### src/rtl/srio_dma_scheduler.sv
// srio_dma_scheduler: splits one DMA job into SWRITE packets for the SRIO initiator,
// optionally follows with a completion doorbell, and reports busy/done/error.
`default_nettype none

module srio_dma_scheduler #(
  parameter int MAX_PKT_BYTES = 256,
  parameter int DB_TIMEOUT    = 50000
) (
  input  logic        sys_clk,
  input  logic        sys_rst_n,
  input  logic        dma_start,
  input  logic        dma_abort,
  input  logic [31:0] dma_src_addr,
  input  logic [33:0] dma_dest_addr,
  input  logic [23:0] dma_total_bytes,
  input  logic [7:0]  dma_dest_id,
  input  logic        dma_db_en,
  input  logic [15:0] dma_db_info,
  output logic [7:0]  ucfg_dest_id,
  output logic [31:0] ucfg_src_start_addr,
  output logic [33:0] ucfg_dest_start_addr,
  output logic [8:0]  ucfg_byte_count,
  output logic [15:0] ucfg_db_info,
  output logic        ucfg_wr_n,
  output logic        ucfg_normal_trigger,
  output logic        ucfg_db_trigger,
  input  logic        srio_initial_busy,
  input  logic        srio_db_resp,
  output logic        dma_busy,
  output logic        dma_done,
  output logic        dma_err,
  output logic [1:0]  dma_err_code
);

  typedef enum logic [2:0] {
    S_IDLE      = 3'd0,
    S_PKT_ISSUE = 3'd1,
    S_PKT_ACK   = 3'd2,
    S_PKT_WAIT  = 3'd3,
    S_DB_ISSUE  = 3'd4,
    S_DB_ACK    = 3'd5,
    S_DB_WAIT   = 3'd6,
    S_DONE      = 3'd7
  } state_e;

  localparam logic [23:0] MAX_BYTES = 24'(MAX_PKT_BYTES);
  localparam logic [15:0] TMO_LIMIT = 16'(DB_TIMEOUT);

  state_e      state_q;
  logic [31:0] src_q;
  logic [33:0] dest_q;
  logic [23:0] rem_q;
  logic [7:0]  dest_id_q;
  logic        db_en_q;
  logic [15:0] db_info_q;
  logic [15:0] tmo_q;

  logic [8:0]  chunk;
  logic [31:0] src_d;
  logic [33:0] dest_d;
  logic [23:0] rem_d;

  // Current packet length is derived straight from the remaining count so it is
  // stable for the whole PKT_ISSUE state, ahead of the trigger.
  assign chunk  = (rem_q > MAX_BYTES) ? MAX_BYTES[8:0] : rem_q[8:0];
  assign src_d  = src_q + {23'd0, chunk};
  assign dest_d = dest_q + {25'd0, chunk};
  assign rem_d  = rem_q - {15'd0, chunk};

  assign ucfg_byte_count      = chunk;
  assign ucfg_src_start_addr  = src_q;
  assign ucfg_dest_start_addr = dest_q;
  assign ucfg_dest_id         = dest_id_q;
  assign ucfg_db_info         = db_info_q;
  assign ucfg_wr_n            = 1'b0;

  always_ff @(posedge sys_clk or negedge sys_rst_n) begin
    if (!sys_rst_n) begin
      state_q             <= S_IDLE;
      src_q               <= '0;
      dest_q              <= '0;
      rem_q               <= '0;
      dest_id_q           <= '0;
      db_en_q             <= 1'b0;
      db_info_q           <= '0;
      tmo_q               <= '0;
      ucfg_normal_trigger <= 1'b0;
      ucfg_db_trigger     <= 1'b0;
      dma_busy            <= 1'b0;
      dma_done            <= 1'b0;
      dma_err             <= 1'b0;
      dma_err_code        <= 2'd0;
    end else begin
      ucfg_normal_trigger <= 1'b0;
      ucfg_db_trigger     <= 1'b0;
      dma_done            <= 1'b0;
      dma_err             <= 1'b0;
      dma_err_code        <= 2'd0;
      case (state_q)
        S_IDLE: begin
          if (dma_start) begin
            if ((dma_src_addr[2:0] != 3'd0) || (dma_dest_addr[2:0] != 3'd0) ||
                (dma_total_bytes == 24'd0)) begin
              dma_err      <= 1'b1;
              dma_err_code <= 2'd1;
            end else begin
              src_q     <= dma_src_addr;
              dest_q    <= dma_dest_addr;
              rem_q     <= dma_total_bytes;
              dest_id_q <= dma_dest_id;
              db_en_q   <= dma_db_en;
              db_info_q <= dma_db_info;
              dma_busy  <= 1'b1;
              state_q   <= S_PKT_ISSUE;
            end
          end
        end
        S_PKT_ISSUE: begin
          if (!srio_initial_busy) begin
            ucfg_normal_trigger <= 1'b1;
            state_q             <= S_PKT_ACK;
          end
        end
        S_PKT_ACK: state_q <= S_PKT_WAIT;
        S_PKT_WAIT: begin
          if (!srio_initial_busy) begin
            src_q  <= src_d;
            dest_q <= dest_d;
            rem_q  <= rem_d;
            if (rem_d == 24'd0) begin
              if (db_en_q) begin
                state_q <= S_DB_ISSUE;
              end else begin
                dma_done <= 1'b1;
                state_q  <= S_DONE;
              end
            end else if (dma_abort) begin
              dma_done     <= 1'b1;
              dma_err      <= 1'b1;
              dma_err_code <= 2'd2;
              state_q      <= S_DONE;
            end else begin
              state_q <= S_PKT_ISSUE;
            end
          end
        end
        S_DB_ISSUE: begin
          if (!srio_initial_busy) begin
            ucfg_db_trigger <= 1'b1;
            tmo_q           <= '0;
            state_q         <= S_DB_ACK;
          end
        end
        S_DB_ACK: begin
          if (srio_db_resp) begin
            dma_done <= 1'b1;
            state_q  <= S_DONE;
          end else begin
            tmo_q   <= tmo_q + 16'd1;
            state_q <= S_DB_WAIT;
          end
        end
        S_DB_WAIT: begin
          if (srio_db_resp) begin
            dma_done <= 1'b1;
            state_q  <= S_DONE;
          end else if (tmo_q == TMO_LIMIT) begin
            dma_done     <= 1'b1;
            dma_err      <= 1'b1;
            dma_err_code <= 2'd3;
            state_q      <= S_DONE;
          end else begin
            tmo_q <= tmo_q + 16'd1;
          end
        end
        S_DONE: begin
          dma_busy <= 1'b0;
          state_q  <= S_IDLE;
        end
        default: state_q <= S_IDLE;
      endcase
    end
  end

endmodule

`default_nettype wire

### config.mk
export PLATFORM = sky130hd
export DESIGN_NAME = srio_dma_scheduler
export DESIGN_NICKNAME = d
export VERILOG_FILES = /design/src/rtl/srio_dma_scheduler.sv
export SDC_FILE = /design/constraint.sdc
export NUM_CORES = 1
export LEC_CHECK = 0
export CAP_MARGIN = 5
export CORE_ASPECT_RATIO = 0.9
export CORE_UTILIZATION = 50
export CTS_BUF_LIST = sky130_fd_sc_hd__clkbuf_4 sky130_fd_sc_hd__clkbuf_8 sky130_fd_sc_hd__clkbuf_16
export DETAILED_ROUTE_END_ITERATION = 10
export GPL_TIMING_DRIVEN = 1
export PLACE_DENSITY_LB_ADDON = 0.2
export SKIP_LAST_GASP = 1
export SYNTH_ARGS = -nofsm -noshare
export SYNTH_HDL_FRONTEND = slang
export SYNTH_SLANG_ARGS = --single-unit
export TNS_END_PERCENT = 1
### constraint.sdc
create_clock -name sys_clk -period 4.9 [get_ports sys_clk]
set_clock_uncertainty 0.05 [all_clocks]
set_input_delay 0.49 -clock sys_clk [delete_from_list [all_inputs] [get_ports sys_clk]]
set_output_delay 0.49 -clock sys_clk [all_outputs]
set_load 0.01 [all_outputs]
Yosys cells after proc, flatten, opt, wreduce, memory -nomap -nowiden

Index checks and enable logic that the tools add are counted.

Logic and storage cells: 110
Output and inout port bits: 107
Bits in registers: 141
Input bits: 121

$lt $le $gt $ge: 1
Add/sub/neg operators: 4
Reduce and logical (&&, ||, !) cells: 15
Muxes and demuxes: 58
Bitwise gates (word level): 1
Equality and inequality tests: 17

Operators with widths:

| operator                                                       | count |
|---|---|
| 2-to-1 mux 34 bit                                              | 3 |
| 2-to-1 mux 32 bit                                              | 3 |
| 2-to-1 mux 24 bit                                              | 3 |
| case mux 34 bit (2 select lines)                               | 1 |
| 2-to-1 mux 16 bit                                              | 4 |
| case mux 32 bit (2 select lines)                               | 1 |
| logical NOT 24 bit                                             | 2 |
| case mux 16 bit (3 select lines)                               | 1 |
| case mux 24 bit (2 select lines)                               | 1 |
| adder 34 x 9 -> 34 bit                                         | 1 |
| adder 32 x 9 -> 32 bit                                         | 1 |
| 2-to-1 mux 3 bit                                               | 9 |
| greater-than comparator 24 x 9 -> 1 bit, second input constant | 1 |
| case mux 3 bit (8 select lines)                                | 1 |
| subtractor 24 x 9 -> 24 bit                                    | 1 |
| 2-to-1 mux 1 bit                                               | 20 |
| adder 16 x 1 -> 16 bit, second input constant                  | 1 |
| equality test 16 bit, second input constant                    | 1 |
| inequality test 2 bit, second input constant                   | 8 |
| equality test 3 bit, second input constant                     | 4 |
| 2-to-1 mux 2 bit                                               | 6 |
| 2-to-1 mux 9 bit                                               | 1 |
| nonzero test 3 bit                                             | 3 |
| equality test 3 x 2 -> 1 bit, second input constant            | 2 |
| other kinds (13)                                               | 17 |

Logic depth before layout (Yosys ltp)

Gate-level depths: netlist of run 1.

Depth in word-level cells: 7
Depth in mapped cells: 17
Gate-level depth less buffers: 15

Worst setup path before layout of run 1

No wires, ideal clock.

Path type: register -> register
From: register rem_q[3]
To: register src_q[24] (netlist: ucfg_src_start_addr[24])
Period minus slack after synthesis: 4.204 ns
Stages on the path, launching flop included: 15
Buffers on the path: 0
Library setup time: 0.110 ns
Data required time: 4.740 ns
Arrival: 4.044 ns
Slack: 0.696 ns
Cells stage by stage: dfrtp_1 > or4_4 > o41ai_1 > and3_1 > ha_1 > inv_1 > fa_1 > nor2b_1 > o21a_1 > o21ai_0 > a21oi_1 > o21a_1 > o21ai_0 > o31a_1 > o41ai_1

Word-level cells in the longest chain between the ends: 5

RTL lines:

| what                                    | line | RTL |
|---|---|---|
| start: declaration                      | 52   | `logic [23:0] rem_q;` |
| start signal: assignment                | 109  | `rem_q <= dma_total_bytes;` |
| start signal: assignment                | 129  | `rem_q <= rem_d;` |
| greater-than comparator 24 x 9 -> 1 bit | 65   | `assign chunk = (rem_q > MAX_BYTES) ? MAX_BYTES[8:0] : rem_q[8:0];` |
| 2-to-1 mux 9 bit                        | 65   |  |
| via ucfg_byte_count[0]                  | 22   | `output logic [8:0] ucfg_byte_count,` |
| adder 32 x 9 -> 32 bit                  | 66   | `assign src_d = src_q + {23'd0, chunk};` |
| 2-to-1 mux 32 bit                       | 126  | `if (!srio_initial_busy) begin` |
| case mux 32 bit (2 select lines)        | 99   | `case (state_q)` |
| end signal: assignment                  | 107  | `src_q <= dma_src_addr;` |
| end signal: assignment                  | 127  | `src_q <= src_d;` |
| end: declaration                        | 50   | `logic [31:0] src_q;` |

The timed path passes the listed nets, and every way through them passes these cells. The select of a mux whose other input is x is not followed.
A chain may end at the register's enable or synchronous reset.

Worst setup path in the final report of run 1

From: register rem_q[20]
To: register src_q[24] (netlist: ucfg_src_start_addr[24])

Word-level cells in the longest chain between the ends: 5

RTL lines:

| what                                    | line |
|---|---|
| greater-than comparator 24 x 9 -> 1 bit | 65 |
| 2-to-1 mux 9 bit                        | 65 |
| adder 32 x 9 -> 32 bit                  | 66 |
| 2-to-1 mux 32 bit                       | 126 |
| case mux 32 bit (2 select lines)        | 99 |

Every way passes these cells. The select of a mux whose other input is x is not followed.

==> metrics.md, run 1 <==
| Metric | Value |
|---|---|
| Via density | 6.12 |
| Die ar. | 18000 um^2 |
| Worst setup path startpoint | rem_q[20] |
| Setup TNS | 0 ns |
| Total power draw | 7120 uW |
| Setup violators final | 0 |
| Worst slew pin tran | 0.942 ns |
| Port Buffers | 226 |
| Syn_area_per_cell | 8.20 um^2 |
| Max-cap viol count | 0 |
| RR Endpoint | ucfg_src_start_addr[24] |
| Root Driver | clkbuf_16 |
| Final net count | 1398 |
| Status | finished, final reports clean |
| Global-route wire length before repair | 44200 um |
| Fill count | 1374 |
| Yosys cell types | 71 |
| Critical path class | reg -> reg |
| WL per Instance | 18.3 um |
| Iter 0 DRT Violations | 710 |
| Hold Crit Class | in -> async |
| FF-to-FF path depth | 15 |
| Worst setup path endpoint | ucfg_src_start_addr[24] |
| TritonCTS Buffers | 17 |
| Antenna diodes | 0 |
| Synth Cell Area | 8710 um^2 |
| CTS tree | yes |
| Fin. max-slew vios | 0 |
| H-tree depth | 4 |
| DRC errors left | 0 |
| Synth top area cells | dfrtp_1, nand2_1, a21oi_1, o21ai_0, nor2_1 |
| GRT Total Usage | 31.0% |
| Register Area | 3530 um^2 |
| CTS sink count | 141 |
| Post-synth EDFFs | 0 |
| Hold slack | 0.107 ns |
| CP required | 5.17 ns |
| Largest net degree at the start of global routing | 100 |
| Via Count | 9197 |
| Startpoint Class | flop |
| Worst setup EP type | flop |
| Initial Util | 51.4% |
| Core region area | 16900 um^2 |
| Setup slack after layout | 0.420 ns |
| Row count | 45 |
| Clk Latency, worst-skew pair | 0.43 ns |
| Die Y-Extent | 127 um |
| Pwr Density | 607 nW/um^2 |
| First-pass DRT Iterations | 7 |
| RSZ-0062 raised after global routing | false |
| IO Count | 228 |
| ANT nets after route | 0 |
| Routability cong. | 0.954 |
| Max VDD drop | 0.402 mV |
| Final Util | 69.3% |
| CP max FO | 10 |
| Share of cells above drive strength 1 | 5.92% |
| Post-Synthesis Cells | 1062 |
| Postcts setup bufs | 0 |
| Crit path DAT | 4.75 ns |
| Synth Flop Type | dfrtp_1 |
| Seq cells post-synth | 141 |
| Hold Vio Cnt, Final | 0 |
| Area delta synth->final | 34.7% |
| Fmax | 0.223 GHz |
| Synth Warn # | 0 |
| Leakage power | 0.00477 uW |
| Final worst-path cycle share | 91.4% |
| Die Width | 141 um |
| Reg-to-reg setup timing slack | 0.42 ns |
| Reg2Reg Launch Point | rem_q[20] |
| Clock-pin slew on the worst setup and hold paths | 0.06 ns |
| Most common cell after layout, fill and taps aside | clkdlybuf4s50_1 |
| Syn nets | 1206 |
| Most frequent cells in the layout | clkdlybuf4s50_1, nand2_1, dfrtp_1 |
| Final min period | 4.48 ns |
| DP Wirelength | 19300 um |
| FFs w/ async S/R, synth | 100% |
| Vias in the first global route | 8607 |
| Synth top area share | 40.5% |
| Aggregate global routing overflow | 0 |
| Final wirelength | 27500 um |
| Maximum clock path buffer count | 2 |
| Post-synthesis sequential area ratio | 40.5% |
| Area of the multi-input gates | 4840 um^2 |
| Synth area leader | dfrtp_1 |
| Antenna violations before repair | 0 |
| Worst slack, placed | 0.291 ns |
| Slew HR | 37.2% |
-- worst min-delay path by stage --
stage / cells after the start / from / end / slack, ns
final: 1 / sys_rst_n / ucfg_src_start_addr[2] / 0.11
after floorplan: 0 / sys_rst_n / db_en_q / 0.14
after detailed placement: 2 / ucfg_db_info[6] / ucfg_db_info[6] / 0.41
after global routing: 1 / sys_rst_n / ucfg_dest_start_addr[2] / 0.20
after CTS: 1 / sys_rst_n / ucfg_src_start_addr[2] / 0.16
after global placement: 2 / ucfg_dest_id[5] / ucfg_dest_id[5] / 0.41
-- Yosys cell counts (17+ instances only) --
library cell  number
nand2_1          165
nand3_1           28
ha_1              21
o21ai_0           83
dfrtp_1          141
a31oi_1           17
nor3_1            37
or3_1             19
a211oi_1          22
nor2_1            86
inv_1             30
and3_1            24
a21oi_1           83
o22ai_1           29
clkbuf_1          61
-- per-layer routing --
metal	global-route usage [%]	up-vias	routed length (um)
met3	7.31	50	2550
met4	10.7	0	572
met1	42.6	4348	12000
met5	0	-	0
li1	-	4319	-
met2	48.0	480	12400
-- kinds of logic after synthesis --
group                    Yosys count  share of synthesized area (%)
AND/OR/NAND/NOR                  434                           24.1
AO/OA/AOI/OAI                    344                           25.5
flip-flops                       141                           40.5
buffers and inverters             99                           4.37
adder cells (fa/ha/maj)           23                           3.48
XOR/XNOR                          16                           1.61
multiplexers                       3                          0.345
other                              2                         0.0862
-- metrics by stage --
stage | std cells | cell area, um^2
floorplan | 1062 | 8710
global placement | 1470 | 11100
detailed placement | 1470 | 11100
CTS | 1502 | 11700
global route | 1502 | 11700
finish | 1502 | 11700
-- worst max-delay path, stage by stage, from the launching register on --
cell and delay, ns:
dfrtp_1 0.43, nor3_1 0.41, nand4_1 0.38, nor2_4 0.31, and3_1 0.28, ha_1 0.21
inv_1 0.07, fa_1 0.37, nor2b_1 0.16, o21a_1 0.15, o21ai_0 0.15, a21oi_1 0.26
o21a_1 0.23, o21ai_0 0.26, o31a_1 0.36, o41ai_1 0.29
-- area by class of cell --
class                      instances  share of cell area (%)
tap                              235                    2.51
clock buffer                      17                    3.62
timing repair buffer             242                    20.3
multi-input combinational        822                    41.2
clock inverter                    15                    1.29
sequential                       141                    30.1
inverter                          30                   0.959
-- sequential cells by signal (all words and copies together) (netlist names) --
signal	count
ucfg_src_start_addr	32
ucfg_db_info	16
dma_busy	1
ucfg_normal_trigger	1
state_q	3
dma_err	1
dma_done	1
tmo_q	16
ucfg_dest_start_addr	34
ucfg_dest_id	8
db_en_q	1
ucfg_db_trigger	1
rem_q	24
dma_err_code	2
-- where the power goes --
| group | internal [uW] | switching, uW | total, uW | leakage [uW] |
|---|---|---|---|---|
| clock | 716 | 573 | 1290 | 0.000279 |
| combinational | 1620 | 1930 | 3550 | 0.00276 |
| sequential | 1650 | 625 | 2280 | 0.00173 |
-- timing repair --
item	CTS	global route
hold endpoints to repair	0	0
hold buffers	0	0
resized for setup	0	3
setup endpoints to repair	0	13
(Power assumes the default switching activity.)
==> inputs of run 2 (changes only) <==
clock period = 4.8 ns   (was 4.9 ns; I/O delays follow)
==> metrics.md, run 2 (synthesis results as in run 1) <==
| Metric | Value |
|---|---|
| Hold Crit Class | in -> async |
| Vias in the first global route | 8629 (+0.26%) |
| Root Driver | clkbuf_16 |
| CP max FO | 6 (-4) |
| Worst slew pin tran | 1.01 ns (+0.0645 ns) |
| Fill count | 1384 (+0.73%) |
| Iter 0 DRT Violations | 864 (+22%) |
| Port Buffers | 226 (unchanged) |
| Clock-pin slew on the worst setup and hold paths | 0.07 ns (about the same) |
| Final min period | 4.45 ns (-0.0347 ns) |
| Final worst-path cycle share | 92.6% (+1.2 points) |
| Clk Latency, worst-skew pair | 0.42 ns (about the same) |
| Fin. max-slew vios | 0 (unchanged) |
| Final net count | 1407 (+0.64%) |
| Hold Vio Cnt, Final | 0 (unchanged) |
| Critical path class | reg -> reg |
| Core region area | 16900 um^2 (unchanged) |
| Max-cap viol count | 0 (unchanged) |
| Design Area, Final | 11800 um^2 (+0.61%) |
| WL per Instance | 18.4 um (+0.77%) |
| Via Count | 9263 (+0.72%) |
| Antenna violations before repair | 1 (+1) |
| Leakage power | 0.00481 uW (+0.86%) |
| RSZ-0062 raised after global routing | false |
| Routability cong. | 0.929 (-2.6%) |
| Top routing layer in use | met5 |
| ANT nets after route | 0 (unchanged) |
| Die Y-Extent | 127 um (unchanged) |
| Antenna diodes | 0 (unchanged) |
| WL met1 | 12100 um (+1.4%) |
| Max FFs per register | 34 (unchanged) |
| TritonCTS Buffers | 17 (unchanged) |
| Met2 WL | 12400 um (+0.19%) |
| CP required | 5.05 ns (-0.12 ns) |
| Die ar. | 18000 um^2 (unchanged) |
| Most frequent cells in the layout | clkdlybuf4s50_1, nand2_1, dfrtp_1 |
| Maximum clock path buffer count | 2 (unchanged) |
| Global-route wire length before repair | 45000 um (+1.9%) |
| CTS sink count | 141 (unchanged) |
| Worst setup EP type | flop |
| Via density | 6.13 (+0.12%) |
| Final wirelength | 27900 um (+1.4%) |
| H-tree depth | 4 (unchanged) |
| DR WL met3 | 2820 um (+11%) |
| Setup violators final | 0 (unchanged) |
| IO Count | 228 (unchanged) |
| Crit path DAT | 4.70 ns (-0.05 ns) |
| Pwr Density | 619 nW/um^2 (+2.0%) |
| Row count | 45 (unchanged) |
| Hold slack | 0.134 ns (+0.0271 ns) |
| Worst slack, placed | 0.0774 ns (-0.214 ns) |
| Setup slack after layout | 0.355 ns (-0.0653 ns) |
| Most common cell after layout, fill and taps aside | clkdlybuf4s50_1 |
| Startpoint Class | flop |
| CTS tree | yes |
| DP Wirelength | 19700 um (+2.0%) |
| Postcts setup bufs | 0 (unchanged) |
| Die Width | 141 um (unchanged) |
| Slew HR | 32.9% (-4.3 points) |
| Initial Util | 51.4% (unchanged) |
| Largest net degree at the start of global routing | 104 (+4.0%) |
| Setup TNS | 0 ns (unchanged) |
| Status | finished, final reports clean |
| Area delta synth->final | 35.5% |
| Share of cells above drive strength 1 | 6.50% (+0.59 points) |
| Max VDD drop | 0.353 mV (-12%) |
| Aggregate global routing overflow | 0 (unchanged) |
| Post-DP Area | 11200 um^2 (+0.61%) |
| GRT Total Usage | 31.6% (+0.55 points) |
| First-pass DRT Iterations | 6 (-1) |
| DRC errors left | 0 (unchanged) |
| Fmax | 0.225 GHz (+0.78%) |
## run 2: critical path, cell delays in order (launching register included)
cell and delay (ns):
dfrtp_1 0.43, or4_4 0.57, o41a_1 0.44, nor2_1 0.21, nand2_1 0.18, inv_1 0.16, ha_1 0.24, a21o_1 0.18
a21oi_1 0.22, o21bai_1 0.13, a21bo_2 0.25, and4_1 0.26, o21ai_0 0.60, nor2_1 0.08, o311a_1 0.31
## run 2: timing repair
action,in CTS,in global routing
setup endpoints to repair,0,13
hold buffers,0,0
gates resized for setup,0,2
## run 2: worst paths after layout
check,startpoint,to,slack [ns],depth (start not counted)
max in group asynchronous,sys_rst_n,ucfg_dest_id[1],3.47,2
worst min-delay path,sys_rst_n,ucfg_dest_start_addr[2],0.13,1
worst min register to register,ucfg_dest_id[5],ucfg_dest_id[5],0.43,2
worst max register to register,rem_q[3],ucfg_src_start_addr[15],0.35,14
worst max-delay path,rem_q[3],ucfg_src_start_addr[15],0.35,14
min in group sys_clk,ucfg_dest_id[5],ucfg_dest_id[5],0.43,2
## run 2: through the flow
stage	std cells	utilization [%]	power (uW)
floorplan	1062	-	4390
global placement	1479	66.2	5850
detailed placement	1479	66.2	5940
CTS	1511	69.6	7280
global route	1511	69.7	7810
finish	1511	69.7	7310
## run 2: power by group
| part | switching, uW | leakage (uW) | internal, uW |
|---|---|---|---|
| registers | 614 | 0.00173 | 1690 |
| clock network | 580 | 0.000276 | 731 |
| logic | 2020 | 0.00280 | 1680 |
| total | 3210 | 0.00481 | 4100 |
## run 2: per-layer routing
layer	vias up	track usage [%]
met5	-	0
li1	4329	-
met1	4361	44.1
met4	2	8.63
met3	51	9.15
met2	520	47.8
## run 2: cell type report
type                       count  area (um^2)  area share, %
timing repair buffer         251         2450           20.8
inverter                      30          113          0.954
clock buffer                  17          425           3.60
clock inverter                15          155           1.31
tap                          235          294           2.49
sequential                   141         3530           29.9
multi-input combinational    822         4840           41.0
